<file path="src/rtl/ext_ref_pkg.sv">
// ext_ref_pkg: shared types and defaults for the external reference output
// generator.
//   state_e      : phase state machine encoding (IDLE / HIGH / LOW)
//   DIV_W_DEF    : default width of the phase length inputs
//   HI_LEN_DEF   : default high-phase length (10 MHz from 50 MHz)
//   LO_LEN_DEF   : default low-phase length  (10 MHz from 50 MHz)
package ext_ref_pkg;

    typedef enum logic [1:0] {
        IDLE,
        HIGH,
        LOW
    } state_e;

    localparam int unsigned DIV_W_DEF  = 8;
    localparam int unsigned HI_LEN_DEF = 2;
    localparam int unsigned LO_LEN_DEF = 3;

endpackage

</file>
<file path="src/rtl/ext_ref_out_gen_if.sv">
// ext_ref_out_gen_if: control/status bundle of the reference output generator.
//   OUT_EN      : level request to drive the reference output
//   HI_LEN      : high-phase length in clock cycles (DIV_W bits)
//   LO_LEN      : low-phase length in clock cycles (DIV_W bits)
//   SYNC_IN     : asynchronous phase-realign request (rising edge)
//   REF_OUT     : registered reference clock output
//   OUT_ACTIVE  : generator is not idle
//   PERIOD_STB  : one-cycle pulse with each REF_OUT rising edge
//   CFG_ERR     : OUT_EN is blocked by a zero phase length
// Modports: master drives requests/config, slave is the generator.
interface ext_ref_out_gen_if
    import ext_ref_pkg::*;
#(
    parameter int unsigned DIV_W = DIV_W_DEF
);
    logic             OUT_EN;
    logic [DIV_W-1:0] HI_LEN;
    logic [DIV_W-1:0] LO_LEN;
    logic             SYNC_IN;
    logic             REF_OUT;
    logic             OUT_ACTIVE;
    logic             PERIOD_STB;
    logic             CFG_ERR;

    modport master (
        output OUT_EN, HI_LEN, LO_LEN, SYNC_IN,
        input  REF_OUT, OUT_ACTIVE, PERIOD_STB, CFG_ERR
    );

    modport slave (
        input  OUT_EN, HI_LEN, LO_LEN, SYNC_IN,
        output REF_OUT, OUT_ACTIVE, PERIOD_STB, CFG_ERR
    );
endinterface

</file>
<file path="src/rtl/ext_ref_sync.sv">
// ext_ref_sync: two-flop synchronizer followed by a rising-edge detector.
//   clk_i   : destination clock
//   rst_ni  : asynchronous active-low reset
//   async_i : asynchronous input
//   rise_o  : one-cycle pulse on a synchronized rising edge
// Only built when EXT_REF_OUT_SYNC_EN is defined.
module ext_ref_sync (
    input  logic clk_i,
    input  logic rst_ni,
    input  logic async_i,
    output logic rise_o
);
    // [0],[1] = synchronizer stages, [2] = previous synchronized value
    logic [2:0] sync_q;

    always_ff @(posedge clk_i or negedge rst_ni) begin
        if (!rst_ni) begin
            sync_q <= '0;
        end else begin
            sync_q <= {sync_q[1:0], async_i};
        end
    end

    assign rise_o = sync_q[1] & ~sync_q[2];
endmodule

</file>
<file path="src/rtl/ext_ref_out_gen.sv">
// ext_ref_out_gen: programmable reference clock generator (HI_LEN high cycles
// followed by LO_LEN low cycles, repeating while OUT_EN is held).
//   CLK_LOW : single clock for all logic
//   RST_N   : asynchronous active-low reset
//   bus     : ext_ref_out_gen_if.slave (OUT_EN, HI_LEN, LO_LEN, SYNC_IN in;
//             REF_OUT, OUT_ACTIVE, PERIOD_STB, CFG_ERR out)
// Macro EXT_REF_OUT_SYNC_EN: when defined, SYNC_IN rising edges (after a
// 2-flop synchronizer) restart the high phase; when undefined SYNC_IN is
// ignored and no synchronizer is built.
module ext_ref_out_gen
    import ext_ref_pkg::*;
#(
    parameter int unsigned DIV_W = DIV_W_DEF
) (
    input  logic             CLK_LOW,
    input  logic             RST_N,
    ext_ref_out_gen_if.slave bus
);
    state_e           state_q, state_d;
    logic [DIV_W-1:0] cnt_q, cnt_d;
    logic [DIV_W-1:0] hi_q, hi_d;
    logic [DIV_W-1:0] lo_q, lo_d;
    logic             ref_q, ref_d;
    logic             stb_q, stb_d;
    logic             err_q, err_d;
    logic             cfg_ok;
    logic             start;
    logic             sync_evt;

`ifdef EXT_REF_OUT_SYNC_EN
    logic sync_rise;

    ext_ref_sync u_sync (
        .clk_i   (CLK_LOW),
        .rst_ni  (RST_N),
        .async_i (bus.SYNC_IN),
        .rise_o  (sync_rise)
    );

    assign sync_evt = sync_rise & bus.OUT_EN;
`else
    logic unused_sync_in;
    assign unused_sync_in = bus.SYNC_IN;
    assign sync_evt       = 1'b0;
`endif

    // The high length is consumed directly when the counter is loaded at
    // HIGH entry; its shadow copy is held only alongside the low length.
    logic unused_hi_shadow;
    assign unused_hi_shadow = ^hi_q;

    always_ff @(posedge CLK_LOW or negedge RST_N) begin
        if (!RST_N) begin
            state_q <= IDLE;
            cnt_q   <= '0;
            hi_q    <= '0;
            lo_q    <= '0;
            ref_q   <= 1'b0;
            stb_q   <= 1'b0;
            err_q   <= 1'b0;
        end else begin
            state_q <= state_d;
            cnt_q   <= cnt_d;
            hi_q    <= hi_d;
            lo_q    <= lo_d;
            ref_q   <= ref_d;
            stb_q   <= stb_d;
            err_q   <= err_d;
        end
    end

    always_comb begin
        state_d = state_q;
        cnt_d   = cnt_q;
        hi_d    = hi_q;
        lo_d    = lo_q;
        ref_d   = ref_q;
        stb_d   = 1'b0;
        err_d   = 1'b0;
        start   = 1'b0;
        cfg_ok  = (bus.HI_LEN != '0) && (bus.LO_LEN != '0);

        unique case (state_q)
            IDLE: begin
                ref_d = 1'b0;
                if (bus.OUT_EN) begin
                    if (cfg_ok) start = 1'b1;
                    else        err_d = 1'b1;
                end
            end
            HIGH: begin
                // A sync event wins over the phase-end transition
                if (sync_evt && cfg_ok) begin
                    start = 1'b1;
                end else if (cnt_q == '0) begin
                    state_d = LOW;
                    ref_d   = 1'b0;
                    cnt_d   = lo_q - DIV_W'(1);
                end else begin
                    cnt_d = cnt_q - DIV_W'(1);
                end
            end
            LOW: begin
                if (sync_evt && cfg_ok) begin
                    start = 1'b1;
                end else if (cnt_q == '0) begin
                    if (bus.OUT_EN && cfg_ok) begin
                        start = 1'b1;
                    end else begin
                        state_d = IDLE;
                        err_d   = bus.OUT_EN;
                    end
                end else begin
                    cnt_d = cnt_q - DIV_W'(1);
                end
            end
            default: begin
                state_d = IDLE;
                ref_d   = 1'b0;
            end
        endcase

        // Common HIGH entry: lengths are sampled only here
        if (start) begin
            state_d = HIGH;
            hi_d    = bus.HI_LEN;
            lo_d    = bus.LO_LEN;
            cnt_d   = bus.HI_LEN - DIV_W'(1);
            ref_d   = 1'b1;
            stb_d   = 1'b1;
        end
    end

    assign bus.REF_OUT    = ref_q;
    assign bus.OUT_ACTIVE = (state_q != IDLE);
    assign bus.PERIOD_STB = stb_q;
    assign bus.CFG_ERR    = err_q;
endmodule

</file>
<file path="src/flat_wrapper.sv">
// flat-port wrapper written by rule: the top's interface ports become plain ports
module ext_ref_out_gen_flat import ext_ref_pkg::*;
#(
    parameter int unsigned DIV_W = DIV_W_DEF
)
  (CLK_LOW, RST_N, bus_OUT_EN, bus_HI_LEN, bus_LO_LEN, bus_SYNC_IN, bus_REF_OUT, bus_OUT_ACTIVE, bus_PERIOD_STB, bus_CFG_ERR);
  ext_ref_out_gen_if #(.DIV_W(DIV_W)) bus_i ();
  input  logic CLK_LOW;
  input  logic RST_N;
  input wire logic [$bits(bus_i.OUT_EN)-1:0] bus_OUT_EN;
  input wire logic [$bits(bus_i.HI_LEN)-1:0] bus_HI_LEN;
  input wire logic [$bits(bus_i.LO_LEN)-1:0] bus_LO_LEN;
  input wire logic [$bits(bus_i.SYNC_IN)-1:0] bus_SYNC_IN;
  output wire logic [$bits(bus_i.REF_OUT)-1:0] bus_REF_OUT;
  output wire logic [$bits(bus_i.OUT_ACTIVE)-1:0] bus_OUT_ACTIVE;
  output wire logic [$bits(bus_i.PERIOD_STB)-1:0] bus_PERIOD_STB;
  output wire logic [$bits(bus_i.CFG_ERR)-1:0] bus_CFG_ERR;
  assign bus_i.OUT_EN = bus_OUT_EN;
  assign bus_i.HI_LEN = bus_HI_LEN;
  assign bus_i.LO_LEN = bus_LO_LEN;
  assign bus_i.SYNC_IN = bus_SYNC_IN;
  assign bus_REF_OUT = bus_i.REF_OUT;
  assign bus_OUT_ACTIVE = bus_i.OUT_ACTIVE;
  assign bus_PERIOD_STB = bus_i.PERIOD_STB;
  assign bus_CFG_ERR = bus_i.CFG_ERR;
  ext_ref_out_gen #(.DIV_W(DIV_W)) u_core (.CLK_LOW(CLK_LOW), .RST_N(RST_N), .bus(bus_i));
endmodule
</file>
<file path="config.mk">
export PLATFORM = sky130hd
export DESIGN_NAME = ext_ref_out_gen_flat
export DESIGN_NICKNAME = d
export VERILOG_FILES = /design/src/rtl/ext_ref_pkg.sv /design/src/rtl/ext_ref_out_gen_if.sv /design/src/rtl/ext_ref_sync.sv /design/src/rtl/ext_ref_out_gen.sv /design/src/flat_wrapper.sv
export SDC_FILE = /design/constraint.sdc
export NUM_CORES = 1
export LEC_CHECK = 0
export ABC_AREA = 1
export ABC_CLOCK_PERIOD_IN_PS = 2200
export CAP_MARGIN = 20
export CORE_MARGIN = 4
export CORE_UTILIZATION = 35
export CTS_CLUSTER_DIAMETER = 200
export DETAILED_ROUTE_END_ITERATION = 12
export GPL_ROUTABILITY_DRIVEN = 0
export GPL_TIMING_DRIVEN = 0
export PLACE_DENSITY_LB_ADDON = 0.05
export SYNTH_ARGS = -nofsm -noshare
export SYNTH_HDL_FRONTEND = slang
export SYNTH_HIERARCHICAL = 1
export SYNTH_SLANG_ARGS = --single-unit
</file>
<file path="constraint.sdc">
create_clock -name CLK_LOW -period 2.2 [get_ports CLK_LOW]
set_clock_uncertainty 0.05 [all_clocks]
set_input_delay 0.33 -clock CLK_LOW [delete_from_list [all_inputs] [get_ports CLK_LOW]]
set_output_delay 0.33 -clock CLK_LOW [all_outputs]
set_load 0.005 [all_outputs]
</file>
==> out/qor.yml <==
outcome: "finished, final reports clean"
route.vias.total: 1394
yosys.area.top_type: "dfrtp_1"
synth_edf_count: 0
ioPinCount: 24
io_buffers: 22
rsz0062_at_grt: "no"
viasPerCell: 4.616
criticalPathCategory: "in -> reg"
grt_usage: 0.1489
cts.sinks: 21
htree_levels: 1
overflow: 0
syn-num-nets: 249
cap_viol_max_count: 0
syn_inst: 225
final_area_mm2: 0.001893
post_cts_buffers: 0
row_count: 23
r2r_end: "u_core/cnt_q[3]"
path_clk_slew_ns: 0.08
die-height_um: 74.26
relSlewSlack: 0.7531
startpoint: "bus_HI_LEN[0]"
hold_slack_ns: 0.2881
grt_pass1_wl_um: 6299
end_kind: "flip-flop"
synth.avg_cell_area_um2: 6.829
yosys_warnings: 6
finalHoldViolCount: 0
synth_area_leaders: "dfrtp_1 (34%), nand2_1 (13%), nor2_1 (7.6%)"
drt_wl_total_um: 3597
crit_required_ns: 2.31
antenna_found_initial: 0
cts-resized-gates: 0
min_period_ns: 2.024
firstDrtPassIters: 4
numCtsBuffers: 3
netlist_area_mm2: 0.001536
ant_nets: 0
wire_per_inst_um: 11.91
grt_pass1_vias: 1442
postCtsHoldBufs: 0
cts_tree: "done"
async_flop_share: 1.000
max-vdd-ir-drop_mv: 0.1705
drc: 0
yosysTopAreaCellShare: 0.3420
dieArea_mm2: 0.005514
nets: 277
min_path_type: "in -> async"
synth_cell_type_count: 26
hpwl_um: 2906
drt_iter0_drc: 34
startpoint_type: "input pin"
synth_most_common_cell: "nand2_1"
placed_area_mm2: 0.001819
n_antenna_cell: 0
r2r_start: "u_core/cnt_q[0]"
dieWidth_um: 74.26
layout-drive-gt1-share: 0.1429
r2r_setup_slack_ns: 0.34
synth_ff_type: "dfrtp_1"
critPathMaxFanout: 10
fmaxAchievable_mhz: 494.1
cts_root_buf: "clkbuf_8"
grt_max_degree: 22
fin_tns_setup_ns: 0
r2r_cells: 10
insertion_delay_ns: 0.26
finalSetupViolCount: 0
yosys-top-cells-count: "nand2_1 (55), nor2_1 (31), inv_1 (27), dfrtp_1 (21), nand3_1 (16)"
tightest_slew_ns: 0.3692
drv_slew: 0
p_per_area_mw_per_mm2: 380.0
yosys_register_bits: 21
p_leak_uw: 0.0008852
yosysSeqAreaShare: 0.3420
clk_path_buf_depth: 2
initial_core_util: 0.3734
area_growth_pct: 23.21
core_area_mm2: 0.004115
critPathArrivalTime_ns: 2.13
finalCritPeriodShare: 0.9200
-- cell families after synthesis --
| kind of cell | Yosys count | synth area share |
|---|---|---|
| flops | 21 | 0.3420 |
| fa+ha+maj | 4 | 0.03257 |
| buf+inv | 42 | 0.1156 |
| xor+xnor | 7 | 0.03990 |
| simple gates | 114 | 0.3233 |
| compound gates | 37 | 0.1466 |
-- worst max-delay path, stage by stage --
cell	delay (ns)
clkdlybuf4s50_1	0.45
inv_1	0.07
ha_1	0.24
nand2_1	0.10
nor2_1	0.06
nor2_2	0.21
nand3_4	0.19
clkinv_2	0.12
buf_6	0.14
nand3_1	0.07
nand2_1	0.10
nand2_1	0.05
-- routing by layer --
layer / global-route usage / part of all wire / up-vias
li1: - / - / 765
met1: 0.1919 / 0.49 / 598
met2: 0.2569 / 0.45 / 25
met3: 0.02027 / 0.044 / 6
met4: 0.04941 / 0.017 / 0
met5: 0 / 0 / -
-- power by group --
part / switching (µW) / internal (µW) / leakage, µW
Clock: 137 / 126 / 0.0000255
Sequential: 0 / 386 / 0.000216
Combinational: 30.7 / 40.1 / 0.000644
Total: 167 / 552 / 0.000885
-- state kept, by name, summed over array words and instances, names as in the netlist --
register	cells
u_core/bus.CFG_ERR	1
u_core/bus.PERIOD_STB	1
u_core/bus.REF_OUT	1
u_core/cnt_q	8
u_core/lo_q	8
u_core/state_q	2
-- worst max-delay path by stage --
| stage | depth (start not counted) | to | slack (ns) |
|---|---|---|---|
| after floorplan | 10 | u_core/cnt_q[3] | 0.62 |
| after global placement | 12 | u_core/cnt_q[3] | -0.11 |
| after detailed placement | 12 | u_core/cnt_q[3] | -0.11 |
| after CTS | 12 | u_core/cnt_q[3] | 0.17 |
| after global routing | 12 | u_core/cnt_q[3] | 0.001 |
| final | 12 | u_core/cnt_q[3] | 0.18 |
-- cell usage in the layout (no fill, tap or decap), drive strengths merged, types with 2 or more instances in the layout --
| cell type | n |
|---|---|
| nor2 | 35 |
| buf | 4 |
| nor3 | 2 |
| clkinv | 2 |
| nand2 | 59 |
| clkbuf | 3 |
| a21oi | 6 |
| clkdlybuf4s50 | 22 |
| dfrtp | 21 |
| o211ai | 5 |
| ha | 4 |
| o21ai | 25 |
| xor2 | 6 |
| nand3 | 17 |
| inv | 38 |
-- final cells by class --
type	instances	area, µm²
inverters	39	147.6
multi-input cells	162	833.3
clock inverters	1	5.005
plain buffers	3	30.03
repair buffers	23	247.7
clock buffers	3	41.29
fillers	450	2222
flip-flops and latches	21	525.5
well taps	50	62.56
-- per-stage QoR --
stage                     utilization  total power (µW)  worst slack, ns  cells
after CTS                      0.4533             725.8           0.1726    301
final                          0.4600             719.3           0.1760    302
after global routing           0.4600             755.3         0.001009    302
after detailed placement       0.4421             458.8          -0.1130    297
after global placement         0.4421             458.5          -0.1130    297
after floorplan                     -             410.1           0.6186    225
Note: power is estimated with default switching activity, not from simulation.
